## config.mk

```make
export PLATFORM = sky130hd
export DESIGN_NAME = hpm_counter_bank_flat
export DESIGN_NICKNAME = d
export VERILOG_FILES = /design/src/rtl/hpm_counter_bank_if.sv /design/src/rtl/hpm_counter_bank.sv /design/src/flat_wrapper.sv
export SDC_FILE = /design/constraint.sdc
export NUM_CORES = 2
export LEC_CHECK = 0
export CORE_UTILIZATION = 47
export DETAILED_ROUTE_END_ITERATION = 8
export PLACE_DENSITY = 0.64
export RECOVER_POWER = 25
export REMOVE_ABC_BUFFERS = 1
export SLEW_MARGIN = 30
export SYNTH_ARGS = -nofsm -noshare
export SYNTH_HDL_FRONTEND = slang
export SYNTH_SLANG_ARGS = --single-unit
```

## constraint.sdc

```tcl
create_clock -name clock -period 23.2 [get_ports clock]
set_clock_uncertainty 0.1 [all_clocks]
set_input_delay 6.96 -clock clock [delete_from_list [all_inputs] [get_ports clock]]
set_output_delay 6.96 -clock clock [all_outputs]
set_load 0.005 [all_outputs]
```

## src/rtl/hpm_counter_bank_if.sv

```systemverilog
// CSR access port of the HPM counter bank: one write channel and one
// combinational read channel shared by the CSR unit.
interface hpm_counter_bank_if #(
    parameter int IDX_W = 3
);
    logic             wr_valid;
    logic             wr_sel;
    logic [IDX_W-1:0] wr_idx;
    logic [63:0]      wr_data;
    logic [1:0]       rd_sel;
    logic [IDX_W-1:0] rd_idx;
    logic [63:0]      rd_data;

    // CSR unit side
    modport master (
        output wr_valid, wr_sel, wr_idx, wr_data, rd_sel, rd_idx,
        input  rd_data
    );

    // Counter bank side
    modport slave (
        input  wr_valid, wr_sel, wr_idx, wr_data, rd_sel, rd_idx,
        output rd_data
    );
endinterface

```

## src/rtl/hpm_counter_bank.sv

```systemverilog
// Hardware performance-monitor counter bank.
// NUM_COUNTERS generic counters, each with its own event-select register,
// inhibit bit and sticky overflow flag. Counters accumulate multi-count
// per-cycle event increments; any overflow raises lcofi_irq one cycle later.
// Optional feature: define HPM_SNAPSHOT_EN to add the snap_req input and a
// shadow register per counter, readable through rd_sel = 2.
module hpm_counter_bank #(
    parameter int NUM_COUNTERS = 8,
    parameter int CNT_WIDTH    = 64,
    parameter int NUM_EVENTS   = 16,
    parameter int INC_W        = 3
) (
    input  logic                         clock,
    input  logic                         reset,
    input  logic [NUM_EVENTS*INC_W-1:0]  evt_inc,
    input  logic [NUM_COUNTERS-1:0]      inhibit,
`ifdef HPM_SNAPSHOT_EN
    input  logic                         snap_req,
`endif
    hpm_counter_bank_if.slave            csr,
    output logic [NUM_COUNTERS-1:0]      of_vec,
    output logic                         lcofi_irq
);

    localparam int IDX_W = (NUM_COUNTERS > 1) ? $clog2(NUM_COUNTERS) : 1;
    localparam int SEL_W = $clog2(NUM_EVENTS + 1);

    // Unpacked view of the event increments, one entry per event
    logic [INC_W-1:0]     evt_arr  [NUM_EVENTS];
    // Per-counter state gathered for the read mux
    logic [CNT_WIDTH-1:0] cnt_q    [NUM_COUNTERS];
    logic [SEL_W-1:0]     sel_q    [NUM_COUNTERS];
`ifdef HPM_SNAPSHOT_EN
    logic [CNT_WIDTH-1:0] shadow_q [NUM_COUNTERS];
`endif
    logic                 lcofi_reg;
    logic [63:0]          rd_mux;

    genvar gi;

    for (gi = 0; gi < NUM_EVENTS; gi++) begin : g_evt
        assign evt_arr[gi] = evt_inc[gi*INC_W +: INC_W];
    end

    for (gi = 0; gi < NUM_COUNTERS; gi++) begin : g_cnt
        logic [CNT_WIDTH-1:0] cnt_reg, cnt_next;
        logic [SEL_W-1:0]     sel_reg, sel_next;
        logic                 of_reg, of_next;
        logic [INC_W-1:0]     inc;
        logic                 sel_ok;
        logic [CNT_WIDTH:0]   sum;
        logic                 wr_hit;

        // Pick the selected event's increment; sel 0 or beyond NUM_EVENTS never matches
        always_comb begin
            inc    = '0;
            sel_ok = 1'b0;
            for (int k = 0; k < NUM_EVENTS; k++) begin
                if (sel_reg == SEL_W'(k + 1)) begin
                    inc    = evt_arr[k];
                    sel_ok = 1'b1;
                end
            end
        end

        // Out-of-range write indices never match any generated counter
        assign wr_hit = csr.wr_valid && (csr.wr_idx == IDX_W'(gi));
        assign sum    = {1'b0, cnt_reg} + (CNT_WIDTH+1)'(inc);

        // Next state: counting first, then a counter write overrides it,
        // and an event write owns sel and OF (written OF beats a same-cycle carry)
        always_comb begin
            cnt_next = cnt_reg;
            sel_next = sel_reg;
            of_next  = of_reg;
            if (sel_ok && !inhibit[gi]) begin
                cnt_next = sum[CNT_WIDTH-1:0];
                if (sum[CNT_WIDTH]) begin
                    of_next = 1'b1;
                end
            end
            if (wr_hit && !csr.wr_sel) begin
                cnt_next = csr.wr_data[CNT_WIDTH-1:0];
                of_next  = of_reg;
            end
            if (wr_hit && csr.wr_sel) begin
                sel_next = csr.wr_data[SEL_W-1:0];
                of_next  = csr.wr_data[63];
            end
        end

        // Counter, select and overflow state registers
        always_ff @(posedge clock or posedge reset) begin
            if (reset) begin
                cnt_reg <= '0;
                sel_reg <= '0;
                of_reg  <= 1'b0;
            end else begin
                cnt_reg <= cnt_next;
                sel_reg <= sel_next;
                of_reg  <= of_next;
            end
        end

`ifdef HPM_SNAPSHOT_EN
        logic [CNT_WIDTH-1:0] shadow_reg;

        // Shadow captures the pre-edge counter value on a snapshot request
        always_ff @(posedge clock or posedge reset) begin
            if (reset) begin
                shadow_reg <= '0;
            end else if (snap_req) begin
                shadow_reg <= cnt_reg;
            end
        end

        assign shadow_q[gi] = shadow_reg;
`endif

        assign cnt_q[gi]  = cnt_reg;
        assign sel_q[gi]  = sel_reg;
        assign of_vec[gi] = of_reg;
    end

    // Interrupt request follows the OR of the overflow flags one cycle late
    always_ff @(posedge clock or posedge reset) begin
        if (reset) begin
            lcofi_reg <= 1'b0;
        end else begin
            lcofi_reg <= |of_vec;
        end
    end

    assign lcofi_irq = lcofi_reg;

    // Combinational read of current state; unmatched index or target reads 0
    always_comb begin
        rd_mux = '0;
        for (int i = 0; i < NUM_COUNTERS; i++) begin
            if (csr.rd_idx == IDX_W'(i)) begin
                case (csr.rd_sel)
                    2'd0:    rd_mux = 64'(cnt_q[i]);
                    2'd1:    rd_mux = {of_vec[i], 63'(sel_q[i])};
`ifdef HPM_SNAPSHOT_EN
                    2'd2:    rd_mux = 64'(shadow_q[i]);
`endif
                    default: rd_mux = '0;
                endcase
            end
        end
    end

    assign csr.rd_data = rd_mux;

endmodule

```

## src/flat_wrapper.sv

```systemverilog
// flat-port wrapper written by rule: the top's interface ports become plain ports
module hpm_counter_bank_flat 
#(
    parameter int NUM_COUNTERS = 8,
    parameter int CNT_WIDTH    = 64,
    parameter int NUM_EVENTS   = 16,
    parameter int INC_W        = 3
)
  (clock, reset, evt_inc, inhibit, of_vec, lcofi_irq, csr_wr_valid, csr_wr_sel, csr_wr_idx, csr_wr_data, csr_rd_sel, csr_rd_idx, csr_rd_data);
  hpm_counter_bank_if #(.IDX_W((3))) csr_i ();
  input  logic clock;
  input  logic reset;
  input  logic [NUM_EVENTS*INC_W-1:0] evt_inc;
  input  logic [NUM_COUNTERS-1:0] inhibit;
  output logic [NUM_COUNTERS-1:0] of_vec;
  output logic lcofi_irq;
  input wire logic [$bits(csr_i.wr_valid)-1:0] csr_wr_valid;
  input wire logic [$bits(csr_i.wr_sel)-1:0] csr_wr_sel;
  input wire logic [$bits(csr_i.wr_idx)-1:0] csr_wr_idx;
  input wire logic [$bits(csr_i.wr_data)-1:0] csr_wr_data;
  input wire logic [$bits(csr_i.rd_sel)-1:0] csr_rd_sel;
  input wire logic [$bits(csr_i.rd_idx)-1:0] csr_rd_idx;
  output wire logic [$bits(csr_i.rd_data)-1:0] csr_rd_data;
  assign csr_i.wr_valid = csr_wr_valid;
  assign csr_i.wr_sel = csr_wr_sel;
  assign csr_i.wr_idx = csr_wr_idx;
  assign csr_i.wr_data = csr_wr_data;
  assign csr_i.rd_sel = csr_rd_sel;
  assign csr_i.rd_idx = csr_rd_idx;
  assign csr_rd_data = csr_i.rd_data;
  hpm_counter_bank #(.NUM_COUNTERS(NUM_COUNTERS), .CNT_WIDTH(CNT_WIDTH), .NUM_EVENTS(NUM_EVENTS), .INC_W(INC_W)) u_core (.clock(clock), .reset(reset), .evt_inc(evt_inc), .inhibit(inhibit), .csr(csr_i), .of_vec(of_vec), .lcofi_irq(lcofi_irq));
endmodule
```

Word-level counts from Yosys, hierarchy flattened
Index checks and enable logic that the tools add are counted.
{"block": "totals", "output_inout_bits": 73, "ff_bits": 561, "wordCells": 581, "inputBits": 132}
{"block": "classes", "addsub": 8, "n_eq_ne": 151, "muxes": 320, "reduce_logical": 77}
{"op": "$mux W64", "n": 24}
{"op": "$pmux W64 S2", "n": 8}
{"op": "$add A64 B3 Y65", "n": 8}
{"op": "$mux W3", "n": 128}
{"op": "$eq A5 B4 Y1 const B", "n": 64}
{"op": "$eq A5 B3 Y1 const B", "n": 32}
{"op": "$mux W1", "n": 160}
{"op": "$eq A5 B2 Y1 const B", "n": 16}
{"op": "$reduce_bool A2 Y1", "n": 24}
{"op": "$eq A5 B1 Y1 const B", "n": 8}
{"op": "$eq A5 B5 Y1 const B", "n": 8}
{"op": "$logic_and A1 B1 Y1", "n": 32}
{"op": "$eq A3 B3 Y1 const B", "n": 8}
{"op": "$reduce_and A3 Y1", "n": 8}
{"op": "$ne A2 B2 Y1 const B", "n": 8}
{"op": "$eq A3 B2 Y1 const B", "n": 4}
{"op": "$logic_not A1 Y1", "n": 9}
{"op": "$reduce_or A8 Y1", "n": 1}
{"op": "$eq A3 B1 Y1 const B", "n": 2}
{"op": "$logic_not A3 Y1", "n": 2}
{"op": "$eq A2 B1 Y1 const B", "n": 1}
{"op": "$logic_not A2 Y1", "n": 1}

Depth between registers and ports, before layout
{"block": "logic_depth", "word_depth": 22, "ltp_mapped": 20, "depth_no_buf": 17}

Least setup slack after synthesis
Ideal clock, no wire load.
{"block": "synth_timing", "path_kind": "input -> output", "start": "input csr_rd_idx[1]", "end": "output csr_rd_data[0]", "path_buffers": 3, "path_slack_ps": 7110, "cell_stages": 7, "required_time_ps": 16140, "arrival_time_ps": 9030, "cell_sequence": "clkbuf_1 -> clkbuf_1 -> nand3_1 -> nor3_1 -> clkbuf_1 -> a22oi_1 -> nand3_1"}
{"block": "synth_via", "elab_chain_len": 9, "elab_cells_between_ends": 16, "classes_between": "7 x eq/ne; 8 x mux; 1 x reduce/logical"}
{"element": "start, declared", "line": "flat_wrapper.sv:22", "rtl": "input wire logic [$bits(csr_i.rd_idx)-1:0] csr_rd_idx;"}
{"element": "$logic_not A3 Y1", "line": "hpm_counter_bank.sv:140", "rtl": "if (csr.rd_idx == IDX_W'(i)) begin"}
{"element": "$mux W64 (7 in series)", "line": "hpm_counter_bank.sv:140"}
{"element": "$mux W64 (*)", "line": "hpm_counter_bank.sv:140"}
{"element": "end, declared", "line": "flat_wrapper.sv:23", "rtl": "output wire logic [$bits(csr_i.rd_data)-1:0] csr_rd_data;"}
Mark *: on every way between the ends. The rest lies on a longest branch, timed or not.

Final worst setup path
{"block": "layout_timing", "start": "input csr_rd_idx[0]", "end": "output csr_rd_data[43]"}
The elaborated chain is that of the path after synthesis.

==> run metrics <==
Detailed Route Iter0 Violations approximately 4.8k; top cell type's share of synthesized area 0.358; CTS max path bufs 3; Root Driver clkbuf_16; violated checks capacitance limit, slew limit; placer congestion estimate 0.999; Final Critical Period 17.85 ns; Tot Pwr 3.95 mW; Slew @ Worst Pin 5.19 ns; final hold viol count 0; Post-synth EDFFs 0; crit share post-route 0.769; startpoint types input port; Final HPWL DP 105000 um; DRC violations left 0; Synth Register Bits 561; YS warnings 0; Min-Delay Endpoint u_core.lcofi_irq; Routed WL 149000 um; top cell type by total area after synthesis dfrtp_1; vias post-DR 36.5k; critical path's largest stage delay 0.77 ns; later-pin clock latency in the skew report 0.62 ns; Worst Path Max Fanout 46; setup slack, reg-to-reg 17.76 ns; max-cap viol count 3; reg-to-reg critical path endpoint u_core.g_cnt[3].cnt_reg[38]; Layout area overhead 12.7%; worst hold path depth 2; Leakage between 15 and 20 nW; IO Port Bufs 204; Via density 6.31; worst hold path type reg -> reg; Seq/Total Area, Yosys 0.358; hold_buf cts 0; maximum clock frequency around 56 MHz; Setup Fix Bufs, Post-CTS 0; H-tree Lvls 3; Die ar. 0.0846 sq mm; fill cell count 7549; top_reg_cell synth dfrtp_1; Levels on crit path 9; drt first pass iters 9; starting density of the core 0.476; distinct cell type count after synthesis 82; Slew Viols, Final 225; worst hold start u_core.g_cnt[6].of_reg; GRT Total Usage 0.349; vias in the first global route between 30k and 40k; final setup fails 0; maximum VDD drop 0.0000547 V; flip-flop count of the largest register after layout 512; unrepaired setup endpoints after global routing no; mapped cell area approximately 0.039 sq mm; WP buf/inv 6; TritonCTS clock tree yes; # resized after CTS 0; most frequent cell after synthesis nand2_1; first-pass GRT wire length 224000 um; crit path DAT approximately 11 ns; Inserted Clock Buffers approximately 70; crit-path cells buf_6, buf_4, buf_4, mux4_2, inv_1, o22ai_1, a222oi_1, inv_1, clkdlybuf4s50_1; status finished, violations left; Die Width 291 um; routed len/inst ~26 um; PwrDens 89.2 mW/mm^2; Crit path required time ~16 ns; Core Rows 105; core area between 0.08 and 0.09 sq mm; R2R depth 17; critical path's slowest cell buf_4; critical path class in -> out; final setup TNS 0 ns; fraction of registers with async set/reset 1.00; slew margin rel. -2.46; clock tree sinks 561; synth top area cells dfrtp_1 (36%), xor2_1 (6.3%), nand2_1 (5.5%), o21ai_0 (4.8%), xnor2_1 (4.7%); Critical Path Sink Type primary output; IO Count between 200 and 250; ANT nets after route 0; Congestion Overflow GR 0; layout cell share with drive strength beyond 1 0.0805; initial antenna violation count 4; beginning of the worst register-to-register path u_core.g_cnt[3].sel_reg[2]; crit-path leading delay family buffers and inverters; largest net degree at the start of global routing 168; commonest cells in the synthesized netlist nand2_1 (575), dfrtp_1 (561), nor2_1 (450); post-synthesis instance total approximately 4.7k; syn_area_per_cell 8.38 sq um; Layout Nets around 4.8k; Worst-path clk slew 0.06 ns; die height 291 um
metal layers:
metal  global-route usage  vias up  wire [um]
met5                    0        -         13
met4                0.156        2       7210
met3               0.0650      411      14500
met2                0.537     1897      66400
met1                0.477    17700      60800
li1                     -    16500          -
worst max path at each step:
stage	start	end	slack, ns
5_1_grt	csr_rd_idx[0]	csr_rd_data[43]	5.20
2_1_floorplan	reset	u_core.g_cnt[0].cnt_reg[0]	0.45
4_1_cts	csr_rd_idx[0]	csr_rd_data[43]	5.34
3_3_place_gp	csr_rd_idx[0]	csr_rd_data[43]	5.43
6_report	csr_rd_idx[0]	csr_rd_data[43]	5.35
3_5_place_dp	csr_rd_idx[0]	csr_rd_data[43]	5.41
per-stage QoR:
step	instance area (sq um)	worst slack, ns	hold slack [ns]	cells	utilization
floorplan	37800	0.451	0.398	4334	-
global placement	41800	5.43	0.461	5672	0.507
detailed placement	41800	5.41	0.479	5672	0.508
CTS	44200	5.34	0.488	5790	0.536
global route	44200	5.20	0.511	5793	0.537
finish	44200	5.35	0.487	5793	0.537
cell usage in the layout, fill, tap and decap left out, drive strengths merged, types with 51 or more instances in the layout:
cell / instances
xor2: 282
mux2i: 132
nand4: 109
dfrtp: 561
nor3: 88
xnor2: 212
o21ai: 376
and3: 115
clkbuf: 100
o22ai: 85
mux4: 81
inv: 197
nand2: 575
nand3: 198
a222oi: 59
a21oi: 301
buf: 69
nor2b: 51
mux2: 61
nor2: 450
clkdlybuf4s50: 189
tightest hold or removal path: cells and delay by family (launching register included):
family	cells	cell delay, ns
DFF	1	0.41
and+or+nand+nor	2	0.14
power breakdown:
| part | internal, mW | switching (mW) |
|---|---|---|
| registers | 1.23 | 0.424 |
| logic | 0.538 | 0.605 |
| clock network | 0.700 | 0.450 |
layout make-up:
type,count,area [sq um],share of cell area
multi-input cells,3576,23200,0.525
flip-flops and latches,561,14000,0.318
repair buffers,269,2540,0.0574
clock buffers,98,2050,0.0463
well taps,1070,1340,0.0303
inverters,197,741,0.0168
clock inverters,20,314,0.00710
diodes,2,5.00,0.000113
logic make-up (layout without fill, tap and decap cells):
kind of cell               after synthesis  in the layout  share of synthesized area
other                                    0              2                          0
and+or+nand+nor                       1788           1788                      0.217
DFF                                    561            561                      0.358
xor gates and xnor gates               494            494                      0.110
muxes                                  274            274                     0.0979
AOI/OAI and AO/OA                      988            988                      0.150
adders and majority gates               32             32                     0.0117
buffers and inverters                  547            584                     0.0552
(Power assumes the default switching activity.)
